$ cat src/rtl/gat_agg_pkg.sv
// Shared types and helpers for the GAT aggregation stage (softmax -> aggregator).
package gat_agg_pkg;

  typedef enum logic [1:0] {
    IDLE  = 2'd0,
    ACCUM = 2'd1,
    DONE  = 2'd2
  } agg_state_e;

  function automatic int clog2(input int value);
    int r;
    r = 0;
    while ((1 << r) < value) r = r + 1;
    return r;
  endfunction

  // Accumulator width that absorbs every product of a full neighbour sweep.
  function automatic int acc_width(input int feat_w, input int data_w, input int nodes);
    return feat_w + data_w + clog2(nodes);
  endfunction

  function automatic int lane_lsb(input int lane, input int width);
    return lane * width;
  endfunction

endpackage

$ cat src/rtl/agg_mac_lane.sv
// One feature lane of the aggregator: signed feature x unsigned alpha, accumulated.
// Build option: AGG_RELU_EN clamps the lane output at zero (accumulator untouched).
module agg_mac_lane #(
  parameter int FEAT_WIDTH = 8,
  parameter int DATA_WIDTH = 8,
  parameter int ACC_WIDTH  = 19
) (
  input  logic                  clk,
  input  logic                  rst_n,
  input  logic                  clr,
  input  logic                  en,
  input  logic [FEAT_WIDTH-1:0] feat,
  input  logic [DATA_WIDTH-1:0] alpha,
  output logic [ACC_WIDTH-1:0]  acc_o
);

  localparam int PROD_W = FEAT_WIDTH + DATA_WIDTH;

  logic signed [FEAT_WIDTH-1:0] feat_s;
  logic signed [PROD_W-1:0]     feat_x;
  logic signed [PROD_W-1:0]     alpha_x;
  logic signed [PROD_W-1:0]     prod_p0;
  logic signed [ACC_WIDTH-1:0]  acc_p1;

`ifdef AGG_RELU_EN
  function automatic logic signed [ACC_WIDTH-1:0] relu(input logic signed [ACC_WIDTH-1:0] v);
    return v[ACC_WIDTH-1] ? '0 : v;
  endfunction
`endif

  // p0: product; alpha is zero-extended so it stays non-negative in signed math
  assign feat_s  = $signed(feat);
  assign feat_x  = PROD_W'(feat_s);
  assign alpha_x = PROD_W'({1'b0, alpha});
  assign prod_p0 = feat_x * alpha_x;

  // p1: accumulator
  always_ff @(posedge clk) begin
    if (rst_n) begin
      acc_p1 <= '0;
    end else if (clr) begin
      acc_p1 <= '0;
    end else if (en) begin
      acc_p1 <= acc_p1 + ACC_WIDTH'(prod_p0);
    end
  end

`ifdef AGG_RELU_EN
  assign acc_o = relu(acc_p1);
`else
  assign acc_o = acc_p1;
`endif

endmodule

$ cat src/rtl/aggregator.sv
// GAT aggregator: h'[k] = sum_j alpha_j * Wh_j[k], one neighbour beat per transfer.
// Build option: AGG_RELU_EN applies ReLU to every output lane.
module aggregator
  import gat_agg_pkg::*;
#(
  parameter  int DATA_WIDTH   = 8,
  parameter  int NUM_OF_NODES = 5,
  parameter  int FEAT_WIDTH   = 8,
  parameter  int NUM_OF_FEATS = 4,
  localparam int ACC_WIDTH    = acc_width(FEAT_WIDTH, DATA_WIDTH, NUM_OF_NODES)
) (
  input  logic                               clk,
  input  logic                               rst_n,
  input  logic                               alpha_valid_i,
  output logic                               alpha_ready_o,
  input  logic [NUM_OF_NODES*DATA_WIDTH-1:0] alpha_i,
  input  logic                               feat_valid_i,
  output logic                               feat_ready_o,
  input  logic [NUM_OF_FEATS*FEAT_WIDTH-1:0] feat_i,
  output logic                               out_valid_o,
  input  logic                               out_ready_i,
  output logic [NUM_OF_FEATS*ACC_WIDTH-1:0]  h_o
);

  localparam int               CNT_W    = (NUM_OF_NODES > 1) ? clog2(NUM_OF_NODES) : 1;
  localparam logic [CNT_W-1:0] LAST_CNT = CNT_W'(NUM_OF_NODES - 1);

  agg_state_e            state, state_nxt;
  logic [CNT_W-1:0]      cnt;
  logic [DATA_WIDTH-1:0] alpha_q [NUM_OF_NODES];
  logic [DATA_WIDTH-1:0] alpha_sel;
  logic                  alpha_xfer, feat_xfer, out_xfer, last_beat;

  assign alpha_xfer = alpha_valid_i & alpha_ready_o;
  assign feat_xfer  = feat_valid_i & feat_ready_o;
  assign out_xfer   = out_valid_o & out_ready_i;
  assign last_beat  = (cnt == LAST_CNT);
  assign alpha_sel  = alpha_q[cnt];

  always_comb begin
    state_nxt = state;
    unique case (state)
      IDLE:    if (alpha_xfer) state_nxt = ACCUM;
      ACCUM:   if (feat_xfer && last_beat) state_nxt = DONE;
      DONE:    if (out_xfer) state_nxt = IDLE;
      default: state_nxt = IDLE;
    endcase
  end

  // Handshake outputs are registered copies of the next state, held low in reset.
  always_ff @(posedge clk) begin
    if (rst_n) begin
      state         <= IDLE;
      cnt           <= '0;
      alpha_ready_o <= 1'b0;
      feat_ready_o  <= 1'b0;
      out_valid_o   <= 1'b0;
    end else begin
      state         <= state_nxt;
      alpha_ready_o <= (state_nxt == IDLE);
      feat_ready_o  <= (state_nxt == ACCUM);
      out_valid_o   <= (state_nxt == DONE);
      if (alpha_xfer || (feat_xfer && last_beat)) begin
        cnt <= '0;
      end else if (feat_xfer) begin
        cnt <= cnt + 1'b1;
      end
    end
  end

  always_ff @(posedge clk) begin
    if (alpha_xfer) begin
      for (int j = 0; j < NUM_OF_NODES; j++) begin
        alpha_q[j] <= alpha_i[lane_lsb(j, DATA_WIDTH) +: DATA_WIDTH];
      end
    end
  end

  for (genvar k = 0; k < NUM_OF_FEATS; k++) begin : g_lane
    agg_mac_lane #(
      .FEAT_WIDTH(FEAT_WIDTH),
      .DATA_WIDTH(DATA_WIDTH),
      .ACC_WIDTH (ACC_WIDTH)
    ) u_lane (
      .clk  (clk),
      .rst_n(rst_n),
      .clr  (alpha_xfer),
      .en   (feat_xfer),
      .feat (feat_i[lane_lsb(k, FEAT_WIDTH) +: FEAT_WIDTH]),
      .alpha(alpha_sel),
      .acc_o(h_o[lane_lsb(k, ACC_WIDTH) +: ACC_WIDTH])
    );
  end

endmodule

$ cat config.mk
export PLATFORM = sky130hd
export DESIGN_NAME = aggregator
export DESIGN_NICKNAME = d
export VERILOG_FILES = /design/src/rtl/gat_agg_pkg.sv /design/src/rtl/agg_mac_lane.sv /design/src/rtl/aggregator.sv
export SDC_FILE = /design/constraint.sdc
export NUM_CORES = 1
export LEC_CHECK = 0
export BUFFER_PORTS_ARGS = -buffer_cell sky130_fd_sc_hd__buf_4
export CORE_ASPECT_RATIO = 0.9
export CORE_MARGIN = 3
export CORE_UTILIZATION = 56
export DETAILED_ROUTE_END_ITERATION = 12
export PLACE_DENSITY_LB_ADDON = 0.15
export SLEW_MARGIN = 0
export SYNTH_ARGS = -nofsm -noshare
export SYNTH_HDL_FRONTEND = slang
export SYNTH_SLANG_ARGS = --single-unit
$ cat constraint.sdc
create_clock -name clk -period 17.1 [get_ports clk]
set_clock_uncertainty 0.05 [all_clocks]
set_input_delay 0.855 -clock clk [delete_from_list [all_inputs] [get_ports clk]]
set_output_delay 0.855 -clock clk [all_outputs]
set_load 0.02 [all_outputs]
==> results of run 1 <==
[cells in the final DEF, fill, tap and decap left out, types with 7 or more instances in the layout]
| cell type | netlist | layout |
|---|---|---|
| a211oi_1 | 15 | 15 |
| a21o_1 | 42 | 42 |
| a21oi_1 | 137 | 137 |
| a31oi_1 | 14 | 14 |
| and2_1 | 116 | 115 |
| buf_4 | 0 | 161 |
| clkbuf_16 | 0 | 17 |
| dfxtp_1 | 87 | 87 |
| edfxtp_1 | 40 | 40 |
| fa_1 | 152 | 152 |
| ha_1 | 242 | 242 |
| inv_1 | 254 | 254 |
| inv_6 | 0 | 7 |
| mux4_2 | 8 | 8 |
| nand2_1 | 192 | 191 |
| nand2b_1 | 12 | 12 |
| nand3_1 | 31 | 31 |
| nand4_1 | 7 | 7 |
| nor2_1 | 70 | 70 |
| nor2b_1 | 56 | 56 |
| nor3_1 | 15 | 15 |
| nor4_1 | 9 | 9 |
| o21a_1 | 9 | 9 |
| o21ai_0 | 43 | 43 |
| o21bai_1 | 23 | 23 |
| or3_1 | 10 | 10 |
| xnor2_1 | 85 | 85 |
| xor2_1 | 16 | 16 |
[power groups by stage]
stage / clock network [mW] / registers, mW / logic (mW)
after floorplan: 0 / 0.364 / 1.34
after global placement: 0 / 0.353 / 1.70
after detailed placement: 0 / 0.353 / 1.74
after CTS: 0.380 / 0.347 / 1.75
after global routing: 0.392 / 0.349 / 1.96
final: 0.375 / 0.346 / 1.75
[state kept, by name, summed over array words and instances (netlist names), named ones only]
signal / flops
state: 2
out_valid_o: 1
cnt: 3
alpha_ready_o: 1
feat_ready_o: 1
g_lane.u_lane.acc_o: 76
alpha_q: 40
[metrics by stage]
stage,setup WS (ns),hold WS [ns]
after floorplan,10.10,0.435
after global placement,9.53,0.411
after detailed placement,9.36,0.416
after CTS,9.33,0.428
after global routing,8.87,0.437
final,9.35,0.425
[layer usage]
metal	vias to the layer above	track usage [%]
li1	6440	-
met2	297	46.1
met5	-	0
met3	54	3.38
met4	0	8.18
met1	6443	31.6
[layout make-up]
class | count | area [sq um] | area share, %
inverter | 254 | 953 | 5.13
clock inverter | 15 | 165 | 0.889
tap | 390 | 488 | 2.63
sequential | 127 | 2940 | 15.8
multi-input combinational | 1412 | 12400 | 66.7
clock buffer | 17 | 425 | 2.29
timing repair buffer | 161 | 1210 | 6.51
[worst paths after layout]
kind	start	slack (ns)	end
setup / recovery	flip-flop	9.35	g_lane[2].u_lane.acc_o[18]
hold / removal	g_lane[1].u_lane.acc_o[8]	0.42	g_lane[1].u_lane.acc_o[8]
setup reg to reg	flip-flop	9.35	g_lane[2].u_lane.acc_o[18]
hold reg to reg	g_lane[1].u_lane.acc_o[8]	0.42	g_lane[1].u_lane.acc_o[8]
[logic make-up after synthesis]
kind of cell / Yosys count
buf+inv: 309
flops: 127
xor+xnor: 101
compound gates: 348
fa+ha+maj: 394
mux: 21
simple gates: 548
[cell usage after synthesis (all sizes together) (12+ instances only)]
cell type,n
nor3,15
dfxtp,87
xnor2,85
nor2,71
a31oi,16
and2,117
a211oi,16
nor2b,56
edfxtp,40
a21oi,140
ha,242
inv,254
fa,152
nand2,192
clkbuf,46
o21ai,48
a21o,43
o21bai,23
nand2b,12
xor2,16
nand3,32
[worst max-delay path, delay by kind of cell (launching register included)]
kind	cells	cell delay (ns)
mux	2	1.08
simple gates	3	0.39
buf+inv	3	0.14
xor+xnor	2	0.37
compound gates	11	2.36
flops	1	0.66
fa+ha+maj	6	2.58
==> run_summary.xml, run 1 <==
<?xml version="1.0" encoding="UTF-8"?>
<metrics>
  <group name="synthesis">
    <metric name="main_combinational_cell_family_by_area_after_synthesis" unit="">adder cells</metric>
    <metric name="synth_area_leaders" unit="">fa_1 18%, ha_1 18%, dfxtp_1 11%</metric>
    <metric name="synthesis.nets" unit="">2319</metric>
    <metric name="syn_avg_cell_area" unit="sq um">8.93</metric>
    <metric name="post_synth_inst_count" unit="">1848</metric>
    <metric name="synth_enable_flop_cells" unit="">40</metric>
    <metric name="synth_top_area_cell" unit="">fa_1</metric>
    <metric name="synth-compound-area-share" unit="%">14.2</metric>
    <metric name="yosysSeqAreaShare" unit="%">17.8</metric>
    <metric name="most_frequently_used_flop_master_after_synthesis" unit="">dfxtp_1</metric>
    <metric name="yosys.cell_types.count" unit="">78</metric>
    <metric name="synth.mux.area_fraction" unit="%">1.93</metric>
    <metric name="async_reset_ff_share" unit="%">0</metric>
    <metric name="yosysWarnings" unit="">0</metric>
    <metric name="synth.ff_latch_count" unit="">127</metric>
    <metric name="synth-adder-area-share" unit="%">36.8</metric>
    <metric name="synth.cell_area" unit="sq um">16500</metric>
    <metric name="synthDominantCellAreaShare" unit="%">18.4</metric>
    <metric name="synthesized_area_fraction_occupied_by_xor_and_xnor_cells" unit="%">5.36</metric>
    <metric name="post_synth_and_or_nand_nor_area_fraction" unit="%">16.7</metric>
  </group>
  <group name="timing">
    <metric name="final_max_slew_viol_count" unit="">0</metric>
    <metric name="report.final.setup_viol" unit="">0</metric>
    <metric name="worst-slew-pin-transition" unit="ns">1.01</metric>
    <metric name="achievable-frequency" unit="MHz">129</metric>
    <metric name="grt_setup_unrepaired" unit="">no</metric>
    <metric name="final_min_period_over_clock_period" unit="%">45.3</metric>
    <metric name="setup_total_negative_slack" unit="ns">0</metric>
    <metric name="final_hold_viol_count" unit="">0</metric>
    <metric name="fin_crit" unit="ns">7.75</metric>
    <metric name="relative_slew_slack" unit="%">32.6</metric>
  </group>
  <group name="setup_path">
    <metric name="critical_path_required" unit="ns">17.38</metric>
    <metric name="ff2ff_path_depth" unit="">27</metric>
    <metric name="cp_data_arrival_time" unit="ns">8.03</metric>
    <metric name="cell_mode_on_critical_path" unit="">fa_1</metric>
    <metric name="critPathMaxFanout" unit="">32</metric>
    <metric name="crit_slowest_cell" unit="">dfxtp_1</metric>
    <metric name="criticalPathCategory" unit="">reg2reg</metric>
    <metric name="stage_delay_of_the_slowest_cell_on_the_critical_path" unit="ns">0.66</metric>
    <metric name="critPathLaunchType" unit="">flip-flop</metric>
    <metric name="crit_path_end_kind" unit="">flip-flop</metric>
  </group>
  <group name="power_and_ir_drop">
    <metric name="internal_power" unit="mW">1.27</metric>
    <metric name="power.ir.vdd_worst" unit="uV">103</metric>
    <metric name="power_frac_clock" unit="%">15.2</metric>
    <metric name="power.share.sequential" unit="%">14.0</metric>
    <metric name="power_density" unit="nW/um^2">133</metric>
    <metric name="sw_frac_of_total" unit="%">48.6</metric>
    <metric name="proportion_of_power_drawn_by_combinational_gates" unit="%">70.8</metric>
    <metric name="leakage" unit="nW">9.09</metric>
    <metric name="design_power_total" unit="mW">2.47</metric>
    <metric name="switching_pwr" unit="mW">1.20</metric>
  </group>
  <group name="placed_design">
    <metric name="io_buffers" unit="">155</metric>
    <metric name="post_detailed_placement_cell_area" unit="sq um">18000</metric>
    <metric name="placed_cells" unit="">2344</metric>
    <metric name="place.gp.congestion" unit="">0.900</metric>
    <metric name="dp_hpwl" unit="microns">30500</metric>
  </group>
  <group name="cts">
    <metric name="clock_insertion_delay_worst_skew" unit="ns">0.44</metric>
    <metric name="cts_tree" unit="">yes</metric>
    <metric name="cts-root-to-sink-buffers" unit="">2</metric>
    <metric name="postCtsSetupBuffers" unit="">0</metric>
    <metric name="cts.reportedPaths.clkPinSlew" unit="ns">0.06</metric>
    <metric name="htree_num_levels" unit="">4</metric>
    <metric name="cts_sinks" unit="">127</metric>
    <metric name="cts_buf_count" unit="">17</metric>
    <metric name="cts_resized" unit="">0</metric>
    <metric name="cts_hold_repair.buffers" unit="">0</metric>
    <metric name="cts_root_buf" unit="">clkbuf_16</metric>
  </group>
  <group name="global_route">
    <metric name="grt_start_max_net_pins" unit="">89</metric>
    <metric name="grt_pass1_wl" unit="microns">66100</metric>
    <metric name="grt_overflow_total" unit="">0</metric>
    <metric name="grt_pass1_vias" unit="">13600</metric>
    <metric name="initial_antenna_violation_count" unit="">0</metric>
    <metric name="globalRouteTotalUtil" unit="%">25.4</metric>
  </group>
  <group name="routing">
    <metric name="initialDrtViolationCount" unit="">678</metric>
    <metric name="detailed_route_via_count" unit="">13200</metric>
    <metric name="routed_via_count_divided_by_cell_count" unit="">5.57</metric>
    <metric name="final_antenna_net_count" unit="">0</metric>
    <metric name="totalWireLength" unit="microns">39000</metric>
    <metric name="drt_drc_violations_left" unit="">0</metric>
    <metric name="routed-wl-met3" unit="microns">1430</metric>
    <metric name="drtPass1Iterations" unit="">5</metric>
    <metric name="highest-signal-layer" unit="">met4</metric>
    <metric name="met2_wirelength" unit="microns">19900</metric>
    <metric name="wl_per_cell" unit="microns">16.4</metric>
    <metric name="met1_length" unit="microns">16700</metric>
  </group>
  <group name="layout">
    <metric name="final_instance_area" unit="sq um">18600</metric>
    <metric name="drive_gt1_share" unit="%">12.3</metric>
    <metric name="fin_util" unit="%">65.3</metric>
    <metric name="layout.cells.non_filler" unit="">2376</metric>
    <metric name="area_growth_from_synthesis_to_final_layout" unit="%">12.6</metric>
    <metric name="design.final.nets" unit="">2444</metric>
    <metric name="fill_cells" unit="">2403</metric>
    <metric name="antenna_cells" unit="">0</metric>
  </group>
  <group name="floorplan">
    <metric name="fp.dieArea" unit="sq um">31600</metric>
    <metric name="design.portCount" unit="">156</metric>
    <metric name="initial_core_util" unit="%">58.0</metric>
    <metric name="floorplan.die.height" unit="microns">169</metric>
    <metric name="num_rows" unit="">58</metric>
    <metric name="design.core.area" unit="sq um">28400</metric>
    <metric name="die_x" unit="microns">187</metric>
  </group>
  <group name="job">
    <metric name="drv_cap" unit="">0</metric>
  </group>
  <group name="min_path">
    <metric name="timing.hold.worst.class" unit="">reg2reg</metric>
    <metric name="hold_path_depth" unit="">2</metric>
  </group>
  <group name="status">
    <metric name="outcome" unit="">finished clean</metric>
  </group>
</metrics>
Note: power is estimated with default switching activity, not from simulation.
==> run 2: changes to the inputs <==
clock period = 7.4 ns   (was 17.1 ns; I/O delays follow)
==> run_summary.xml, run 2 (synthesis gave the netlist of run 1 again) <==
<?xml version="1.0" encoding="UTF-8"?>
<metrics>
  <group name="status">
    <metric name="outcome" unit="">finished clean</metric>
  </group>
  <group name="cts">
    <metric name="cts_tree" unit="">yes</metric>
    <metric name="cts_root_buf" unit="">clkbuf_16</metric>
    <metric name="cts-root-to-sink-buffers" unit="">2</metric>
    <metric name="clock_insertion_delay_worst_skew" unit="ns">0.43</metric>
    <metric name="htree_num_levels" unit="">4</metric>
    <metric name="cts_sinks" unit="">127</metric>
    <metric name="cts.reportedPaths.clkPinSlew" unit="ns">0.07</metric>
    <metric name="cts_buf_count" unit="">17</metric>
  </group>
  <group name="power_and_ir_drop">
    <metric name="leakage" unit="nW">9.25</metric>
    <metric name="power.ir.vdd_worst" unit="uV">248</metric>
    <metric name="design_power_total" unit="mW">5.85</metric>
    <metric name="power_density" unit="nW/um^2">309</metric>
  </group>
  <group name="timing">
    <metric name="final_min_period_over_clock_period" unit="%">96.1</metric>
    <metric name="report.final.setup_viol" unit="">0</metric>
    <metric name="fin_crit" unit="ns">7.11</metric>
    <metric name="final_max_slew_viol_count" unit="">0</metric>
    <metric name="achievable-frequency" unit="MHz">141</metric>
    <metric name="final_hold_viol_count" unit="">0</metric>
    <metric name="worst-slew-pin-transition" unit="ns">1.00</metric>
    <metric name="worst_hold_slack" unit="ns">0.0574</metric>
    <metric name="setup_total_negative_slack" unit="ns">0</metric>
    <metric name="postLayoutSetupSlackWorst" unit="ns">0.288</metric>
    <metric name="relative_slew_slack" unit="%">33.2</metric>
  </group>
  <group name="min_path">
    <metric name="timing.hold.worst.class" unit="">in2reg</metric>
    <metric name="hold_path_depth" unit="">1</metric>
    <metric name="worstHoldStart" unit="">alpha_i[3]</metric>
    <metric name="hold_end" unit="">alpha_q[0][3]</metric>
  </group>
  <group name="layout">
    <metric name="antenna_cells" unit="">0</metric>
    <metric name="layout.cells.non_filler" unit="">2396</metric>
    <metric name="final_instance_area" unit="sq um">19000</metric>
    <metric name="area_growth_from_synthesis_to_final_layout" unit="%">14.9</metric>
    <metric name="number_of_flip_flops_under_the_largest_register_name" unit="">76</metric>
    <metric name="drive_gt1_share" unit="%">14.5</metric>
    <metric name="fill_cells" unit="">2362</metric>
    <metric name="layout_commonest_cell" unit="">inv_1</metric>
    <metric name="design.final.nets" unit="">2464</metric>
    <metric name="fin_util" unit="%">66.6</metric>
    <metric name="final_cell_mix" unit="">254 x inv_1, 238 x ha_1, 191 x nand2_1, 174 x buf_4, 151 x fa_1</metric>
  </group>
  <group name="setup_path">
    <metric name="critPathLaunchType" unit="">flip-flop</metric>
    <metric name="ff2ff_path_depth" unit="">27</metric>
    <metric name="cp_data_arrival_time" unit="ns">7.42</metric>
    <metric name="r2r_end" unit="">g_lane[1].u_lane.acc_o[18]</metric>
    <metric name="critPathMaxFanout" unit="">18</metric>
    <metric name="critical_path_required" unit="ns">7.71</metric>
    <metric name="ff2ff_setup_slack" unit="ns">0.29</metric>
    <metric name="criticalPathCategory" unit="">reg2reg</metric>
    <metric name="crit_path_end_kind" unit="">flip-flop</metric>
  </group>
  <group name="floorplan">
    <metric name="num_rows" unit="">58</metric>
    <metric name="initial_core_util" unit="%">58.0</metric>
    <metric name="design.portCount" unit="">156</metric>
    <metric name="floorplan.die.height" unit="microns">169</metric>
    <metric name="design.core.area" unit="sq um">28400</metric>
    <metric name="fp.dieArea" unit="sq um">31600</metric>
    <metric name="die_x" unit="microns">187</metric>
  </group>
  <group name="global_route">
    <metric name="gr-usage-met3" unit="%">3.56</metric>
    <metric name="grt_overflow_total" unit="">0</metric>
    <metric name="grt_start_max_net_pins" unit="">89</metric>
    <metric name="grt_pass1_vias" unit="">13600</metric>
    <metric name="grt.busiest_layer" unit="">met2</metric>
    <metric name="globalRouteTotalUtil" unit="%">25.2</metric>
    <metric name="met1_layer_usage_reported_by_global_route" unit="%">30.9</metric>
    <metric name="grt_pass1_wl" unit="microns">65400</metric>
    <metric name="grtUsageMet2" unit="%">45.1</metric>
    <metric name="initial_antenna_violation_count" unit="">0</metric>
  </group>
  <group name="routing">
    <metric name="final_antenna_net_count" unit="">0</metric>
    <metric name="drt_drc_violations_left" unit="">0</metric>
    <metric name="initialDrtViolationCount" unit="">613</metric>
    <metric name="routed_via_count_divided_by_cell_count" unit="">5.58</metric>
    <metric name="wl_per_cell" unit="microns">16.5</metric>
    <metric name="drtPass1Iterations" unit="">6</metric>
    <metric name="totalWireLength" unit="microns">39500</metric>
    <metric name="detailed_route_via_count" unit="">13400</metric>
  </group>
  <group name="placed_design">
    <metric name="placed_cells" unit="">2358</metric>
    <metric name="preCtsSetupSlack" unit="ns">0.0362</metric>
    <metric name="io_buffers" unit="">155</metric>
    <metric name="post_detailed_placement_cell_area" unit="sq um">18200</metric>
    <metric name="dp_hpwl" unit="microns">31000</metric>
    <metric name="place.gp.congestion" unit="">0.871</metric>
  </group>
  <group name="job">
    <metric name="drv_cap" unit="">0</metric>
  </group>
</metrics>
-- run 2: routing by layer --
layer,share of wire (%),wire [microns],vias to the layer above
met1,42,16500,6496
met3,4.5,1790,59
li1,-,-,6492
met2,50,19900,327
met4,3.3,1310,0
met5,0,0,-
-- run 2: final cells by class --
class                      instances  area, sq um  area share [%]
clock buffer                      17          425            2.24
sequential                       127         2940            15.5
clock inverter                    15          170           0.898
inverter                         254          953            5.03
tap                              390          488            2.57
timing repair buffer             181         1430            7.54
multi-input combinational       1412        12500            66.2
-- run 2: repair_timing --
item / in CTS / in global routing
setup buffers: 0 / 6
hold buffers: 0 / 0
gates resized for setup: 0 / 36
setup endpoints to repair: 0 / 11
-- run 2: worst max path at each step --
stage	endpoint	slack (ns)
finish	g_lane[1].u_lane.acc_o[18]	0.29
global route	g_lane[1].u_lane.acc_o[18]	-0.05
CTS	g_lane[2].u_lane.acc_o[18]	0.003
detailed placement	g_lane[2].u_lane.acc_o[18]	0.04
global placement	g_lane[2].u_lane.acc_o[18]	0.30
floorplan	g_lane[2].u_lane.acc_o[18]	0.40
-- run 2: power breakdown --
part           leakage (nW)  internal [mW]  total [mW]  switching (mW)
clock network         0.287          0.480       0.859           0.379
registers              1.07          0.763       0.800          0.0365
logic                  7.89           1.77        4.19            2.42
-- run 2: critical path: stages, from the launching register on --
cell      delay [ns]
dfxtp_1         0.35
buf_12          0.14
mux4_2          0.48
mux2_2          0.42
buf_4           0.26
nand2_1         0.11
fa_1            0.44
fa_1            0.49
inv_1           0.05
fa_1            0.48
inv_1           0.05
fa_1            0.47
inv_1           0.05
ha_1            0.33
o21ai_0         0.12
o21bai_1        0.11
o31a_1          0.30
a21oi_1         0.24
xnor2_1         0.23
ha_1            0.35
a21o_1          0.21
a21o_1          0.17
a21o_1          0.18
a32oi_1         0.23
a21oi_1         0.11
xnor2_1         0.14
or3_1           0.30
a21oi_1         0.13
==> run 3: changes to the inputs <==
CORE_ASPECT_RATIO = 1.25   (was 0.9)
CORE_UTILIZATION = 40   (was 56)
HOLD_SLACK_MARGIN = 0.02   (was not set)
==> run_summary.xml, run 3 (synthesis gave the netlist of run 1 again) <==
<?xml version="1.0" encoding="UTF-8"?>
<metrics>
  <group name="layout">
    <metric name="layout_commonest_cell" unit="">inv_1</metric>
    <metric name="number_of_flip_flops_under_the_largest_register_name" unit="">76</metric>
    <metric name="design.final.nets" unit="">2506</metric>
    <metric name="drive_gt1_share" unit="%">13.9</metric>
    <metric name="antenna_cells" unit="">0</metric>
    <metric name="final_cell_mix" unit="">254 x inv_1, 241 x ha_1, 191 x nand2_1, 176 x buf_4, 152 x fa_1</metric>
    <metric name="area_growth_from_synthesis_to_final_layout" unit="%">18.5</metric>
  </group>
  <group name="timing">
    <metric name="final_max_slew_viol_count" unit="">0</metric>
    <metric name="relative_slew_slack" unit="%">35.3</metric>
    <metric name="final_min_period_over_clock_period" unit="%">95.0</metric>
    <metric name="grt_setup_unrepaired" unit="">no</metric>
    <metric name="worst_hold_slack" unit="ns">0.0790</metric>
    <metric name="setup_total_negative_slack" unit="ns">0</metric>
    <metric name="report.final.setup_viol" unit="">0</metric>
    <metric name="achievable-frequency" unit="MHz">142</metric>
    <metric name="worst-slew-pin-transition" unit="ns">0.970</metric>
    <metric name="fin_crit" unit="ns">7.03</metric>
    <metric name="final_hold_viol_count" unit="">0</metric>
    <metric name="postLayoutSetupSlackWorst" unit="ns">0.370</metric>
  </group>
  <group name="placed_design">
    <metric name="dp_hpwl" unit="microns">31900</metric>
    <metric name="io_buffers" unit="">155</metric>
    <metric name="preCtsSetupSlack" unit="ns">0.0840</metric>
    <metric name="place.gp.congestion" unit="">0.851</metric>
  </group>
  <group name="cts">
    <metric name="cts_buf_count" unit="">17</metric>
    <metric name="clock_insertion_delay_worst_skew" unit="ns">0.46</metric>
    <metric name="htree_num_levels" unit="">4</metric>
    <metric name="cts_root_buf" unit="">clkbuf_16</metric>
    <metric name="cts_tree" unit="">yes</metric>
    <metric name="cts-root-to-sink-buffers" unit="">2</metric>
    <metric name="cts_sinks" unit="">127</metric>
    <metric name="cts.reportedPaths.clkPinSlew" unit="ns">0.07</metric>
  </group>
  <group name="setup_path">
    <metric name="criticalPathCategory" unit="">reg2reg</metric>
    <metric name="cp_data_arrival_time" unit="ns">7.33</metric>
    <metric name="r2r_end" unit="">g_lane[2].u_lane.acc_o[18]</metric>
    <metric name="crit_path_end_kind" unit="">flip-flop</metric>
    <metric name="critPathMaxFanout" unit="">11</metric>
    <metric name="critPathLaunchType" unit="">flip-flop</metric>
    <metric name="critical_path_required" unit="ns">7.70</metric>
    <metric name="ff2ff_path_depth" unit="">27</metric>
    <metric name="ff2ff_setup_slack" unit="ns">0.37</metric>
  </group>
  <group name="global_route">
    <metric name="grt_start_max_net_pins" unit="">48</metric>
    <metric name="grt_overflow_total" unit="">0</metric>
    <metric name="grt_pass1_wl" unit="microns">66300</metric>
    <metric name="initial_antenna_violation_count" unit="">1</metric>
    <metric name="globalRouteTotalUtil" unit="%">18.6</metric>
    <metric name="grt_pass1_vias" unit="">13500</metric>
  </group>
  <group name="floorplan">
    <metric name="initial_core_util" unit="%">40.8</metric>
    <metric name="num_rows" unit="">82</metric>
    <metric name="fp.dieArea" unit="sq um">43700</metric>
    <metric name="die_x" unit="microns">188</metric>
    <metric name="design.portCount" unit="">156</metric>
    <metric name="design.core.area" unit="sq um">40400</metric>
    <metric name="floorplan.die.height" unit="microns">233</metric>
  </group>
  <group name="routing">
    <metric name="drt_drc_violations_left" unit="">0</metric>
    <metric name="routed_via_count_divided_by_cell_count" unit="">5.09</metric>
    <metric name="totalWireLength" unit="microns">40100</metric>
    <metric name="final_antenna_net_count" unit="">0</metric>
    <metric name="drtPass1Iterations" unit="">5</metric>
    <metric name="initialDrtViolationCount" unit="">544</metric>
    <metric name="wl_per_cell" unit="microns">15.5</metric>
    <metric name="detailed_route_via_count" unit="">13200</metric>
  </group>
  <group name="min_path">
    <metric name="timing.hold.worst.class" unit="">in2reg</metric>
    <metric name="worstHoldStart" unit="">rst_n</metric>
    <metric name="hold_end" unit="">alpha_ready_o</metric>
    <metric name="hold_path_depth" unit="">2</metric>
  </group>
  <group name="power_and_ir_drop">
    <metric name="power.ir.vdd_worst" unit="uV">193</metric>
    <metric name="leakage" unit="nW">9.45</metric>
    <metric name="power_density" unit="nW/um^2">293</metric>
  </group>
  <group name="job">
    <metric name="drv_cap" unit="">0</metric>
  </group>
  <group name="status">
    <metric name="outcome" unit="">finished clean</metric>
  </group>
</metrics>
[run 3: cell types whose count changed in the layout (fill, tap and decap cells not counted), moves of 2 or more]
cell           delta
buf_4             +2
dlygate4sd3_1    +40
ha_1              +3
ha_2              -2
inv_6             -2
inv_8             +3
mux2_2            -2
mux2_4            +2
xnor2_1           +2
xnor2_2           -2
[run 3: layout make-up]
cell class / count / area (sq um)
Fill cell: 3947 / 20900
Multi-Input combinational cell: 1412 / 12500
Sequential cell: 127 / 2940
Timing Repair Buffer: 223 / 1860
Inverter: 254 / 953
Tap cell: 546 / 683
Clock buffer: 17 / 425
Clock inverter: 15 / 168
[run 3: repair_timing]
item / in CTS / in global routing
hold buffers: 40 / 0
setup buffers: 0 / 7
gates resized for setup: 0 / 34
endpoints found under the hold margin: 40 / 0
setup endpoints to repair: 0 / 12
[run 3: worst max-delay path: stages (launching register included)]
cell,delay [ns]
dfxtp_1,0.36
buf_12,0.15
mux4_2,0.51
mux2_4,0.37
and2_1,0.19
ha_1,0.30
fa_1,0.52
inv_1,0.06
fa_1,0.50
fa_1,0.49
inv_1,0.04
ha_1,0.32
o21a_1,0.25
a2111oi_4,0.33
nor2_1,0.11
o21ai_1,0.13
nand2b_1,0.08
a21oi_2,0.15
xnor2_1,0.16
ha_1,0.28
a211o_1,0.30
a211oi_1,0.21
o211a_1,0.24
o31ai_2,0.11
a31oi_1,0.22
xnor2_1,0.17
a21oi_1,0.09
a31o_2,0.23
[run 3: layer usage]
metal	vias up	GRT usage, %	part of all wire, %
met5	-	0	0.032
met4	2	4.48	1.2
met3	28	3.05	3.1
met2	169	34.0	51
met1	6427	22.9	45
li1	6574	-	-
[run 3: power by group]
part | switching [mW] | total (mW) | leakage (nW) | internal (mW)
sequential | 0.0357 | 0.799 | 1.07 | 0.763
combinational | 2.32 | 4.07 | 8.09 | 1.76
clock | 0.405 | 0.859 | 0.289 | 0.454
total | 2.76 | 5.73 | 9.45 | 2.97
[run 3: worst max path at each step]
stage               from                    endpoint  slack (ns)  cells past startpoint
2_1_floorplan  flip-flop  g_lane[2].u_lane.acc_o[18]        0.40                     29
3_3_place_gp   flip-flop  g_lane[1].u_lane.acc_o[18]        0.27                     31
3_5_place_dp   flip-flop  g_lane[1].u_lane.acc_o[18]        0.08                     31
4_1_cts        flip-flop  g_lane[1].u_lane.acc_o[18]        0.06                     31
5_1_grt        flip-flop  g_lane[0].u_lane.acc_o[18]        0.01                     26
6_report       flip-flop  g_lane[2].u_lane.acc_o[18]        0.37                     27
[run 3: through the flow]
stage	power [mW]	area (sq um)	utilization, %	cells
finish	5.73	19600	48.4	2594
global route	6.32	19600	48.4	2594
CTS	5.68	19300	47.8	2586
detailed placement	4.75	18300	45.4	2514
global placement	4.70	18300	45.4	2514
floorplan	3.94	16500	-	1848
